[config.mk]
export PLATFORM = sky130hd
export DESIGN_NAME = load_store_unit_flat
export DESIGN_NICKNAME = d
export VERILOG_FILES = /design/src/rtl/load_store_unit_if.sv /design/src/rtl/load_store_unit.sv /design/src/flat_wrapper.sv
export SDC_FILE = /design/constraint.sdc
export NUM_CORES = 1
export LEC_CHECK = 0
export ABC_CLOCK_PERIOD_IN_PS = 5300
export BUFFER_PORTS_ARGS = -buffer_cell sky130_fd_sc_hd__buf_2
export CAP_MARGIN = 20
export CORE_MARGIN = 2
export CORE_UTILIZATION = 25
export CTS_CLUSTER_SIZE = 30
export DETAILED_ROUTE_END_ITERATION = 7
export PLACE_DENSITY = 0.5
export SETUP_SLACK_MARGIN = 0.1
export SYNTH_ARGS = -nofsm -noshare
export SYNTH_HDL_FRONTEND = slang
export SYNTH_SLANG_ARGS = --single-unit
export TNS_END_PERCENT = 20
[constraint.sdc]
create_clock -name clk -period 5.3 [get_ports clk]
set_input_delay 0.265 -clock clk [delete_from_list [all_inputs] [get_ports clk]]
set_output_delay 0.265 -clock clk [all_outputs]
set_load 0.03 [all_outputs]
[src/rtl/load_store_unit_if.sv]
// Request, response and byte-memory signals of the load/store unit.
// The unit uses the slave modport; the core/memory environment uses master.
interface load_store_unit_if;
    logic        req_valid;
    logic        req_ready;
    logic        req_write;
    logic [2:0]  req_funct3;
    logic [31:0] req_addr;
    logic [11:0] req_offset;
    logic [31:0] req_wdata;
    logic        rsp_valid;
    logic [31:0] rsp_rdata;
    logic        rsp_err;
    logic [31:0] mem_addr;
    logic        mem_re;
    logic        mem_we;
    logic [7:0]  mem_wdata;
    logic [7:0]  mem_rdata;

    modport master (
        output req_valid, req_write, req_funct3, req_addr, req_offset, req_wdata, mem_rdata,
        input  req_ready, rsp_valid, rsp_rdata, rsp_err, mem_addr, mem_re, mem_we, mem_wdata
    );

    modport slave (
        input  req_valid, req_write, req_funct3, req_addr, req_offset, req_wdata, mem_rdata,
        output req_ready, rsp_valid, rsp_rdata, rsp_err, mem_addr, mem_re, mem_we, mem_wdata
    );
endinterface

[src/rtl/load_store_unit.sv]
// Multi-cycle load/store sequencer issuing one byte-wide memory access per cycle.
// Define LSU_MISALIGN_TRAP_EN to reject misaligned halfword/word accesses with rsp_err.
module load_store_unit (
    input logic              clk,
    input logic              rst,
    load_store_unit_if.slave bus
);

    typedef enum logic [1:0] {StIdle, StAccess, StResp} state_e;

    state_e      state_q, state_d;
    logic [31:0] ea_q, ea_d;
    logic [1:0]  cnt_q, cnt_d;
    logic [1:0]  last_q, last_d;
    logic        sign_q, sign_d;
    logic        write_q, write_d;
    logic        err_q, err_d;
    logic [31:0] wdata_q, wdata_d;
    logic [31:0] rdata_q, rdata_d;

    logic [31:0] req_ea;
    logic        req_legal;
    logic        req_misalign;
    logic [31:0] load_ext;

    assign req_ea = bus.req_addr + {{20{bus.req_offset[11]}}, bus.req_offset};

    always_comb begin
        req_legal = (bus.req_funct3[1:0] != 2'd3) &&
                    (bus.req_write ? !bus.req_funct3[2] : !(bus.req_funct3[2] && bus.req_funct3[1]));
`ifdef LSU_MISALIGN_TRAP_EN
        req_misalign = ((bus.req_funct3[1:0] == 2'd1) && req_ea[0]) ||
                       ((bus.req_funct3[1:0] == 2'd2) && (req_ea[1:0] != 2'd0));
`else
        req_misalign = 1'b0;
`endif
    end

    always_comb begin
        unique case (last_q)
            2'd0:    load_ext = {{24{sign_q & rdata_q[7]}}, rdata_q[7:0]};
            2'd1:    load_ext = {{16{sign_q & rdata_q[15]}}, rdata_q[15:0]};
            default: load_ext = rdata_q;
        endcase
    end

    always_ff @(posedge clk) begin
        if (rst) begin
            state_q <= StIdle;
            ea_q    <= '0;
            cnt_q   <= '0;
            last_q  <= '0;
            sign_q  <= 1'b0;
            write_q <= 1'b0;
            err_q   <= 1'b0;
            wdata_q <= '0;
            rdata_q <= '0;
        end else begin
            state_q <= state_d;
            ea_q    <= ea_d;
            cnt_q   <= cnt_d;
            last_q  <= last_d;
            sign_q  <= sign_d;
            write_q <= write_d;
            err_q   <= err_d;
            wdata_q <= wdata_d;
            rdata_q <= rdata_d;
        end
    end

    always_comb begin
        state_d       = state_q;
        ea_d          = ea_q;
        cnt_d         = cnt_q;
        last_d        = last_q;
        sign_d        = sign_q;
        write_d       = write_q;
        err_d         = err_q;
        wdata_d       = wdata_q;
        rdata_d       = rdata_q;
        bus.req_ready = 1'b0;
        bus.rsp_valid = 1'b0;
        bus.rsp_rdata = '0;
        bus.rsp_err   = 1'b0;
        bus.mem_addr  = '0;
        bus.mem_re    = 1'b0;
        bus.mem_we    = 1'b0;
        bus.mem_wdata = '0;

        unique case (state_q)
            StIdle: begin
                bus.req_ready = 1'b1;
                if (bus.req_valid) begin
                    ea_d    = req_ea;
                    cnt_d   = 2'd0;
                    // Size codes 0/1/2 map to last byte index 0/1/3.
                    last_d  = (bus.req_funct3[1:0] == 2'd2) ? 2'd3 : bus.req_funct3[1:0];
                    sign_d  = !bus.req_funct3[2];
                    write_d = bus.req_write;
                    wdata_d = bus.req_wdata;
                    rdata_d = '0;
                    err_d   = !req_legal || req_misalign;
                    state_d = err_d ? StResp : StAccess;
                end
            end
            StAccess: begin
                bus.mem_addr = ea_q + {30'd0, cnt_q};
                if (write_q) begin
                    bus.mem_we    = 1'b1;
                    bus.mem_wdata = wdata_q[{cnt_q, 3'b000} +: 8];
                end else begin
                    bus.mem_re = 1'b1;
                    rdata_d[{cnt_q, 3'b000} +: 8] = bus.mem_rdata;
                end
                if (cnt_q == last_q) begin
                    state_d = StResp;
                end else begin
                    cnt_d = cnt_q + 2'd1;
                end
            end
            StResp: begin
                bus.rsp_valid = 1'b1;
                bus.rsp_err   = err_q;
                bus.rsp_rdata = (err_q || write_q) ? 32'd0 : load_ext;
                state_d       = StIdle;
            end
            default: state_d = StIdle;
        endcase

        // Outputs are forced quiet while reset is held so no strobe escapes the reset edge.
        if (rst) begin
            bus.req_ready = 1'b0;
            bus.rsp_valid = 1'b0;
            bus.rsp_rdata = '0;
            bus.rsp_err   = 1'b0;
            bus.mem_addr  = '0;
            bus.mem_re    = 1'b0;
            bus.mem_we    = 1'b0;
            bus.mem_wdata = '0;
        end
    end

endmodule

[src/flat_wrapper.sv]
// flat-port wrapper written by rule: the top's interface ports become plain ports
module load_store_unit_flat 
  (clk, rst, bus_req_valid, bus_req_write, bus_req_funct3, bus_req_addr, bus_req_offset, bus_req_wdata, bus_mem_rdata, bus_req_ready, bus_rsp_valid, bus_rsp_rdata, bus_rsp_err, bus_mem_addr, bus_mem_re, bus_mem_we, bus_mem_wdata);
  load_store_unit_if bus_i ();
  input logic clk;
  input logic rst;
  input wire logic [$bits(bus_i.req_valid)-1:0] bus_req_valid;
  input wire logic [$bits(bus_i.req_write)-1:0] bus_req_write;
  input wire logic [$bits(bus_i.req_funct3)-1:0] bus_req_funct3;
  input wire logic [$bits(bus_i.req_addr)-1:0] bus_req_addr;
  input wire logic [$bits(bus_i.req_offset)-1:0] bus_req_offset;
  input wire logic [$bits(bus_i.req_wdata)-1:0] bus_req_wdata;
  input wire logic [$bits(bus_i.mem_rdata)-1:0] bus_mem_rdata;
  output wire logic [$bits(bus_i.req_ready)-1:0] bus_req_ready;
  output wire logic [$bits(bus_i.rsp_valid)-1:0] bus_rsp_valid;
  output wire logic [$bits(bus_i.rsp_rdata)-1:0] bus_rsp_rdata;
  output wire logic [$bits(bus_i.rsp_err)-1:0] bus_rsp_err;
  output wire logic [$bits(bus_i.mem_addr)-1:0] bus_mem_addr;
  output wire logic [$bits(bus_i.mem_re)-1:0] bus_mem_re;
  output wire logic [$bits(bus_i.mem_we)-1:0] bus_mem_we;
  output wire logic [$bits(bus_i.mem_wdata)-1:0] bus_mem_wdata;
  assign bus_i.req_valid = bus_req_valid;
  assign bus_i.req_write = bus_req_write;
  assign bus_i.req_funct3 = bus_req_funct3;
  assign bus_i.req_addr = bus_req_addr;
  assign bus_i.req_offset = bus_req_offset;
  assign bus_i.req_wdata = bus_req_wdata;
  assign bus_i.mem_rdata = bus_mem_rdata;
  assign bus_req_ready = bus_i.req_ready;
  assign bus_rsp_valid = bus_i.rsp_valid;
  assign bus_rsp_rdata = bus_i.rsp_rdata;
  assign bus_rsp_err = bus_i.rsp_err;
  assign bus_mem_addr = bus_i.mem_addr;
  assign bus_mem_re = bus_i.mem_re;
  assign bus_mem_we = bus_i.mem_we;
  assign bus_mem_wdata = bus_i.mem_wdata;
  load_store_unit u_core (.clk(clk), .rst(rst), .bus(bus_i));
endmodule
Yosys cells after proc, flatten, opt, wreduce, memory -nomap -nowiden --
Index checks and enable logic that the tools add are counted.
Word-level totals: bits of input ports 91, logic and storage cells 75, output and inout bits 77, flip-flop bits (word level) 105
Operators by class: shifts and indexed selects 3, equal/unequal tests 10, reduce and logical (&&, ||, !) cells 13, bitwise logic cells 2, mux-type cells 34, add/sub/neg operators 4
Operators with widths (number):
- $mux 32 | 7
- $pmux 32 s2 | 2
- $add 32x2->32 | 1
- $add 32x32->32 | 1
- $bwmux 32 | 1
- $shift 8x7->32 const A | 1
- $shiftx 32x6->8 | 1
- $shiftx 8x7->32 | 1
- $mux 8 | 3
- $mux 1 | 13
- $mux 2 | 6
- $ne 2x2->1 const B | 4
- $pmux 2 s2 | 2
- $neg 5->7 | 1
- $reduce_and 3->1 | 2
- $eq 2x1->1 const B | 2
- $eq 2x2->1 const B | 2
- $logic_not 2->1 | 2
- $reduce_and 2->1 | 2
- $logic_not 1->1 | 3
- $add 2x1->2 const B | 1
- $and 1x1->1 | 2
- $eq 2x2->1 | 1
- $logic_and 1x1->1 | 2
- other kinds (3) | 3

Longest topological paths before layout --
Gate-level depths: netlist of the first run.
depth after elaboration 7, gate-level depth with buffers 9, depth with buffers taken out 9

Least setup slack after synthesis of the first run --
OpenSTA, ideal clock, no wires.
path kind register -> output, from register u_core.cnt_q[0], to output bus_mem_addr[30], cell stages (with the launch flop) 8, arrival time 2.450 ns, required time 5.035 ns, buffers on the path 0, slack 2.585 ns, cell sequence dfxtp_1 -> ha_1 -> fa_1 -> nand4_1 -> nor4_1 -> nand2_1 -> or3_1 -> a21oi_1
On the way: word-level cells in the longest chain between the ends 3
RTL lines:
- start: declaration | RTL line load_store_unit.sv:13 | logic [1:0] cnt_q, cnt_d;
- start signal: assignment | RTL line load_store_unit.sv:61 | cnt_q <= cnt_d;
- $add 32x2->32 | RTL line load_store_unit.sv:107 | bus.mem_addr = ea_q + {30'd0, cnt_q};
- $mux 32 | RTL line load_store_unit.sv:90 | unique case (state_q)
- $mux 32 | RTL line load_store_unit.sv:131 | if (rst) begin
- end: declaration | RTL line flat_wrapper.sv:18 | output wire logic [$bits(bus_i.mem_addr)-1:0] bus_mem_addr;
No other way between the ends.

Worst setup path in the final report of the first run --
from register u_core.cnt_q[0], to output bus_mem_addr[25]
The elaborated chain is that of the path after synthesis.

==> results by stage, run 1 <==
Setup path:
- The logic depth of the worst register-to-register path is 6.
- The endpoint identified for the worst register-to-register timing path is u_core.rdata_q[27]$_SDFFE_PP0P_.
- The worst path arrival time is 3410 ps.
- For the worst setup path, the data required time is 5040 ps.
- The origin of the critical flop-to-flop path is u_core.cnt_q[0]$_SDFFE_PP0P_.
- By startpoint and endpoint, the worst setup path is classified as reg -> out.
- Of all nets on the critical path, the largest fanout is 15.
- The endpoint class of the critical path is an output port.
- Setup slack on the worst reg-to-reg path comes out at 2560 ps.
- The element type at the critical path start is a flop.

Logic synthesis:
- The post-synthesis area per instance is 7.47 sq um.
- For this run, the leading register cell type out of synthesis is dfxtp_1.
- Of the post-synthesis cell area, the dominant cell type holds 0.306.
- The number of enable-type register cells in the synthesized netlist is 0.
- Counting flops with an async set or reset pin after synthesis yields a share of 0.
- The synthesized netlist occupies a cell area of 6880 sq um.
- The post-synthesis cell type count is 63.
- In the post-synthesis netlist, the biggest area contributors are dfxtp_1 31%, a21oi_1 9.6%, nand2_1 8.8%.
- dfxtp_1 takes more of the synthesized area than any other cell.
- The synthesis warning total is 0.
- Of the synthesized area, sequential elements account for 0.306.
- In the synthesized netlist, the number of instances is 920.
- Counting every net in the synthesized netlist gives 1050.
- The count of state elements after synthesis is 105.

Clock tree:
- The buffer levels on the longest clock path is 2.
- TritonCTS built the clock tree.
- After clock tree synthesis, the clock-pin slew on the worst setup and hold paths is 70 ps.
- For this design, the CTS-stage hold fixing added 0 buffers.
- In this run, post-CTS repair resized a total of 0 instances.
- In this run, CTS created clock tree buffers numbering 9.
- The clock insertion delay at the later pin of the skew report is 360 ps.
- The root buffer cell is clkbuf_16.
- The clock net in this run drives a total of 105 sinks.
- The H-tree was split into 3 levels.
- After clock tree synthesis, the setup repair step added 0 buffers.

Cells and area:
- From synthesis to final layout, the design area changed by 21.6%.
- The final-layout fill cell count is 2955.
- Excluding fillers, the count of instances in the completed layout stands at 1402.
- After the last flow step, the layout net total stands at 1186.
- The number of diodes is 0.
- Of the cells placed in the final design, the portion with a size suffix greater than 1 is 0.201.
- The design area is 8360 sq um.

Placed design:
- After detailed placement, the total cell area comes to 8000 sq um.
- The placed instance count is 1385.
- The number of port buffers is 167.
- The routability-driven placement congestion ratio is 0.805.
- Summed over all nets, the half-perimeter wirelength after detailed placement is 17000 um.

Pwr:
- The total chip power is 2.24 mW.
- Of the total power, registers draw 0.409.
- The worst-case IR drop observed on VDD is 0.146 mV.
- Of the total power, the share spent switching nets is 0.319.
- In this run the power density over the cells is 268 nW/um^2.
- The combinational power share is 0.238.
- The analysis attributes to cell leakage a power of 3.49 nW.
- The share of total power dissipated in the clock network is 0.353.
- The cell internal power dissipation is 1.52 mW.
- For this design the total switching power over the nets is 0.715 mW.

Min path:
- The worst hold path terminates at u_core.sign_q$_SDFFE_PP0P_.
- Along the worst hold path, the cell count comes to 2.
- The min-delay analysis places its worst path in the category in -> reg.
- In this run the most critical hold path is launched from bus_req_funct3[2].

Floorplan:
- The die footprint is 28800 sq um.
- The standard cell core area is 27000 sq um.
- The die height is 170 um.
- The number of standard-cell rows in the floorplan is 60.
- The width of the die is 170 um.
- The initial core utilization is 0.255.
- For this design the top-level I/O count stands at 168.

Detailed routing:
- The detail route stage leaves a number of antenna-violating nets equal to 0.
- The routed layout has 6943 vias.
- The detailed-routed wire length on met2 is 10600 um.
- The wire length the detailed router placed on met1 is 10200 um.
- The highest routed metal layer is met4.
- The routed design uses 973 um of met3 wire.
- The DRC marker count from the first detailed-route iteration is 366.
- The number of detailed-routing iterations run before antenna repair is 5.
- In the final routed layout, each cell accounts on average for 15.8 um.
- The total routed wirelength is 22100 um.
- After detailed routing, the number of vias per cell comes to 4.95.
- In the routed design, unresolved DRC markers number 0.

STA:
- Static timing analysis puts the maximum clock frequency at 0.272 GHz.
- The normalized max-slew margin is 0.397.
- The final clock period utilization by the worst path is 0.693.
- Setup repair after global routing left no endpoint under its margin.
- The clock period could shrink to 3670 ps.
- The number of max-slew violations in the final report is 0.
- Across the routed clock network, the largest skew measured is 6.80 ps.
- For the pin with the worst max-slew slack, the measured transition is 903 ps.
- The number of endpoints failing setup at the final stage is 0.
- The final number of hold-violating endpoints came to 0.
- The post-route setup TNS is 0 ps.

Job:
- The number of max-cap violations is 0.

Global route:
- The wire length of the first global-routing pass is 34400 um.
- The number of antenna violations at the first check in global routing is 0.
- The number of global-route vias before repair was 6401.
- The largest net degree at the start of global routing is 73.
- In the global route stage, overall resource usage came out at 0.151.
- The final global-route overflow total is 0.

Run status:
- The run finished with clean final reports.
[per-stage QoR]
step / setup WS (ps) / util / hold slack (ps)
6_report: 1630 / 0.310 / 114
5_1_grt: 1330 / 0.310 / 120
4_1_cts: 1560 / 0.310 / 98.6
3_5_place_dp: 1970 / 0.297 / 441
3_3_place_gp: 2020 / 0.297 / 436
2_1_floorplan: 2580 / - / 361
[sequential cells by signal, indices dropped and copies added, names as in the netlist]
name / count
u_core.ea_q: 32
u_core.rdata_q: 32
u_core.wdata_q: 32
u_core.cnt_q: 2
u_core.last_q: 2
u_core.state_q: 2
u_core.err_q: 1
u_core.sign_q: 1
u_core.write_q: 1
[cells in the final DEF, fill, tap and decap left out, types with 13 or more instances in the layout]
cell type,count
a21o_1,13
a21oi_1,132
a22oi_1,17
and3_1,20
buf_2,167
dfxtp_1,105
ha_1,37
inv_1,33
nand2_1,160
nand3_1,39
nand4_1,15
nor2_1,77
o21ai_0,41
xnor2_1,25
xor2_1,23
[synth_stat cells, types with 20 or more instances]
| cell | count |
|---|---|
| nand2_1 | 161 |
| a21oi_1 | 132 |
| xnor2_1 | 25 |
| nor2_1 | 77 |
| ha_1 | 37 |
| and3_1 | 20 |
| xor2_1 | 23 |
| nand3_1 | 39 |
| inv_1 | 33 |
| dfxtp_1 | 105 |
| o21ai_0 | 41 |
| clkbuf_1 | 44 |
[critical path, cell delays in order (launching register included)]
cell	delay [ps]
dfxtp_1	920
ha_1	310
a21oi_1	160
nor4_4	340
and2b_1	260
nand2_1	200
or3_1	350
a21oi_1	270
buf_2	250
[layer usage]
metal,vias up,GRT usage
met5,-,0
met4,0,0.0461
met3,24,0.0235
met2,168,0.254
met1,3221,0.199
li1,3530,-
[power by group through the flow]
stage	Combinational (mW)	Sequential, mW	Clock (mW)
2_1_floorplan	0.387	0.905	0
3_3_place_gp	0.534	0.932	0
3_5_place_dp	0.535	0.933	0
4_1_cts	0.537	0.915	0.814
5_1_grt	0.599	0.925	0.838
6_report	0.532	0.915	0.790
[how the worst max path moves through the flow]
stage | startpoint | to
finish | u_core.cnt_q[0]$_SDFFE_PP0P_ | bus_mem_addr[25]
detailed placement | u_core.cnt_q[0]$_SDFFE_PP0P_ | bus_mem_addr[25]
global route | u_core.cnt_q[0]$_SDFFE_PP0P_ | bus_mem_addr[25]
global placement | u_core.cnt_q[0]$_SDFFE_PP0P_ | bus_mem_addr[25]
CTS | u_core.cnt_q[0]$_SDFFE_PP0P_ | bus_mem_addr[25]
floorplan | u_core.cnt_q[0]$_SDFFE_PP0P_ | bus_mem_addr[30]
[final cells by class]
class                      instances  area, sq um  area share
sequential                       105         2100       0.251
timing repair buffer             174          888       0.106
clock inverter                     6          114      0.0136
clock buffer                      10          239      0.0286
multi-input combinational        733         4470       0.534
inverter                          33          124      0.0148
tap                              341          427      0.0510
[logic make-up (layout without fill, tap and decap cells)]
family / after synthesis / in the layout / synth area share
AND/OR/NAND/NOR: 371 / 371 / 0.253
AO/OA/AOI/OAI: 263 / 263 / 0.230
flip-flops: 105 / 105 / 0.306
buffers and inverters: 82 / 223 / 0.0451
XOR/XNOR: 48 / 48 / 0.0611
adder cells (fa/ha/maj): 39 / 39 / 0.0732
multiplexers: 12 / 12 / 0.0322
(Power assumes the default switching activity.)
==> inputs of run 2 (changes only) <==
--- a/config.mk
+++ b/config.mk
@@ -5,14 +5,15 @@
 export SDC_FILE = /design/constraint.sdc
 export NUM_CORES = 1
 export LEC_CHECK = 0
-export ABC_CLOCK_PERIOD_IN_PS = 5300
+export ABC_AREA = 1
+export ABC_CLOCK_PERIOD_IN_PS = 3100
 export BUFFER_PORTS_ARGS = -buffer_cell sky130_fd_sc_hd__buf_2
 export CAP_MARGIN = 20
 export CORE_MARGIN = 2
 export CORE_UTILIZATION = 25
 export CTS_CLUSTER_SIZE = 30
 export DETAILED_ROUTE_END_ITERATION = 7
-export PLACE_DENSITY = 0.5
+export PLACE_DENSITY = 0.51
 export SETUP_SLACK_MARGIN = 0.1
 export SYNTH_ARGS = -nofsm -noshare
 export SYNTH_HDL_FRONTEND = slang
==> constraint.sdc (replaced) <==
create_clock -name clk -period 3.1 [get_ports clk]
set_input_delay 0.155 -clock clk [delete_from_list [all_inputs] [get_ports clk]]
set_output_delay 0.155 -clock clk [all_outputs]
set_load 0.03 [all_outputs]
==> results by stage, run 2 <==
STA:
- The final number of hold-violating endpoints is 0.
- The number of endpoints failing setup at the final stage is 0.
- On the final layout, the worst clock skew is 5.56 ps.
- In this run the tightest slew margin relative to its limit is 0.462.
- The final critical path time including I/O delays and setup is 2660 ps.
- The achievable clock frequency is 0.376 GHz.
- Setup repair after global routing left no endpoint under its margin.
- Across all hold checks on the routed design, the worst slack comes to 66.0 ps.
- The final clock period utilization by the worst path is 0.858.
- Setup total negative slack on the finished layout was measured at 0 ps.
- The number of max-slew violations in the final report is 0.
- At the pin with the least slew margin, the transition time is 807 ps.

Clock tree:
- The post-CTS setup repair buffer count is 0.
- In this run the deepest clock path goes through 2 buffers.
- The number of clock sinks seen by CTS is 105.
- Buffers inserted during clock tree synthesis total 9.
- In this run the number of H-tree levels came out at 3.
- TritonCTS built the clock tree.
- The number of gates given a new drive strength after cts is 0.
- After clock tree synthesis, the clock-pin slew on the worst setup and hold paths is 80 ps.
- The root buffer cell is clkbuf_16.
- The clock insertion delay at the later pin of the skew report is 350 ps.

Detailed routing:
- The total routed wirelength is 26700 um.
- The vias per cell is 4.54.
- The routed wire length per instance is 14.0 um.
- The detail route stage leaves a number of antenna-violating nets equal to 0.
- The DRC marker count from the first detailed-route iteration is 497.
- The total vias in the final route is 8618.
- The number of detailed-routing iterations run before antenna repair is 5.
- The post-route DRC violation count is 0.

Floorplan:
- The width of the die is 184 um.
- During I/O placement, the number of pins put on the boundary was 168.
- Row generation in the floorplan step produced 65 rows.
- Measured along the y axis, the die boundary spans 184 um.
- The initial utilization of the core area, before any placement, comes to 0.256.
- The standard cell core area is 31700 sq um.
- The die footprint is 33900 sq um.

Pwr:
- For this design the ratio of total power to cell area is 416 nW/um^2.
- The total chip power is 4.00 mW.
- For this design the static power due to leakage is 5.23 nW.
- The highest ir drop seen on vdd is 0.199 mV.

Cells and area:
- The library cells used most frequently in the layout, excluding fill and tap cells, are 308 x nand2_1, 222 x nor2_1, 203 x inv_1, 167 x buf_2, 112 x o21ai_0.
- From synthesis to final layout, the design area changed by 18.5%.
- The non-filler instance count after layout is 1899.
- The design area is 9610 sq um.
- The share of post-route cells with drive strength above 1 is 0.164.
- The largest registers in the layout are u_core.ea_q x32, u_core.rdata_q x32, u_core.wdata_q x32.
- The most common library cell in the layout ignoring fill and taps is nand2_1.
- The repair_antennas step left the layout with diodes totalling 0.
- At the end of the flow, the number of nets in the layout was 1623.
- Fill cells in the final layout number 3670.

Setup path:
- The endpoint class of the critical path is an output port.
- The element type at the critical path start is a flop.
- STA puts the critical path data required time at 2940 ps.
- The worst path arrival time is 2500 ps.
- The worst setup path category is reg -> out.
- Of all nets on the critical path, the largest fanout is 6.

Logic synthesis:
- The mux cell area share after synthesis is 0.
- The net count after synthesis is 1480.
- The Yosys step of the flow raised 0 warnings.
- The basic-gate share of the synthesized area counting and, or, nand and nor cells is 0.351.
- After synthesis, the most frequently instantiated cells are 308 x nand2_1, 222 x nor2_1, 203 x inv_1.
- The area fraction in compound gates after synthesis is 0.180.
- The adder-cell area share of the yosys netlist is 0.0620.
- By area, the combinational part of the netlist is dominated by simple AND/OR/NAND/NOR gates.
- The share of the Yosys chip area taken by registers is 0.259.
- Dividing the synthesized area by the synthesized cell count gives 6.01 sq um.
- The synthesized cell area is 8110 sq um.
- The xor and xnor area share after synthesis is 0.0216.
- Counting flops with an async set or reset pin after synthesis yields a share of 0.
- The largest area contributor in the netlist is dfxtp_1.
- After synthesis the netlist holds a flip-flop and latch count of 105.
- The post-synthesis cell type count is 44.
- The count of mapped cells out of synthesis is 1350.
- The primary flip-flop cell chosen by synthesis mapping is dfxtp_1.
- Yosys instantiated no cell more often than nand2_1.
- Of the post-synthesis cell area, the dominant cell type holds 0.259.
- In this run, synthesis inferred 0 flip-flops with an integrated enable.
- In the post-synthesis netlist, the biggest area contributors are dfxtp_1 26%, nand2_1 14%, nor2_1 10%.

Placed design:
- The number of port buffers is 167.
- The routability-driven placement congestion ratio is 0.878.
- The instance area at placement is 9330 sq um.
- The placed instance count is 1883.
- Once detailed placement completed, the half-perimeter wirelength came to 21400 um.

Job:
- Across the run, the number of max-cap violations was 0.

Global route:
- The total overflow left after global routing is 0.
- The number of global-route vias before repair is 7787.
- The number of antenna violations at the first check in global routing is 0.
- Entering global routing, the biggest net connects 64 pins.
- The wire length of the first global-routing pass is 41600 um.
- The aggregate global-route resource usage is 0.156.

Run status:
- The run finished with clean final reports.

Min path:
- The path category of the worst min-delay check is in -> reg.
-- run 2: changes by cell type in the layout (fill, tap and decap cells not counted), sizes merged, moves of 19 or more --
cell	change
nand2	+154
inv	+183
and3	-19
a21oi	-41
xnor2	-23
o21ai	+78
nor2	+159
nand3	+42
-- run 2: area by class of cell --
| type | count | area, sq um | area share |
|---|---|---|---|
| Tap cell | 402 | 503 | 0.0523 |
| Multi-Input combinational cell | 982 | 4990 | 0.519 |
| Clock buffer | 9 | 225 | 0.0234 |
| Inverter | 218 | 822 | 0.0855 |
| Clock inverter | 6 | 43.8 | 0.00456 |
| Timing Repair Buffer | 177 | 926 | 0.0964 |
| Sequential cell | 105 | 2100 | 0.219 |
-- run 2: stage by stage --
stage                     worst slack, ps  utilization
after CTS                             438        0.303
after global placement                808        0.294
after detailed placement              741        0.294
final                                 441        0.303
after global routing                  269        0.303
after floorplan                       883            -
-- run 2: power by group --
part	total [mW]	leakage [nW]	internal, mW	switching [mW]
Combinational	1.27	4.23	0.420	0.848
Clock	1.09	0.132	0.546	0.546
Sequential	1.64	0.869	1.51	0.124
-- run 2: timing repair --
action,4_1_cts,5_1_grt
endpoints found under the hold margin,1,0
endpoints found under the setup margin,0,0
hold buffers,1,0
-- run 2: critical path: stages, from the launching register on --
cell and delay [ps]:
dfxtp_1 340, ha_1 180, fa_1 230, nand3_2 130, nor2_4 130, nand2_4 80, nor2_8 130, nand4_1 150
nor2_2 160, o21ai_1 70, a21oi_1 270, buf_2 270
-- run 2: cells by family (layout without fill, tap and decap cells) --
family                     count (synthesis)  in the layout
and+or+nand+nor                          668            668
buffers and inverters                    263            410
AOI/OAI and AO/OA                        255            255
xor gates and xnor gates                  20             20
DFF                                      105            105
adders and majority gates                 39             39
-- run 2: metal layers --
layer,up-vias,global-route usage,wire (um)
li1,4576,-,-
met1,3834,0.212,12800
met2,193,0.261,12300
met3,15,0.0214,1200
met4,0,0.0326,278
met5,-,0,0
-- run 2: final timing paths --
kind                                      to                           start  slack [ps]  cells after the start
max                         bus_mem_addr[22]    u_core.cnt_q[0]$_SDFFE_PP0P_         440                     11
min          u_core.wdata_q[20]$_SDFFE_PP0P_               bus_req_wdata[20]          70                      3
max reg2reg   u_core.rdata_q[7]$_SDFFE_PP0P_    u_core.cnt_q[1]$_SDFFE_PP0P_         740                      7
min reg2reg   u_core.rdata_q[1]$_SDFFE_PP0P_  u_core.rdata_q[1]$_SDFFE_PP0P_         480                      2
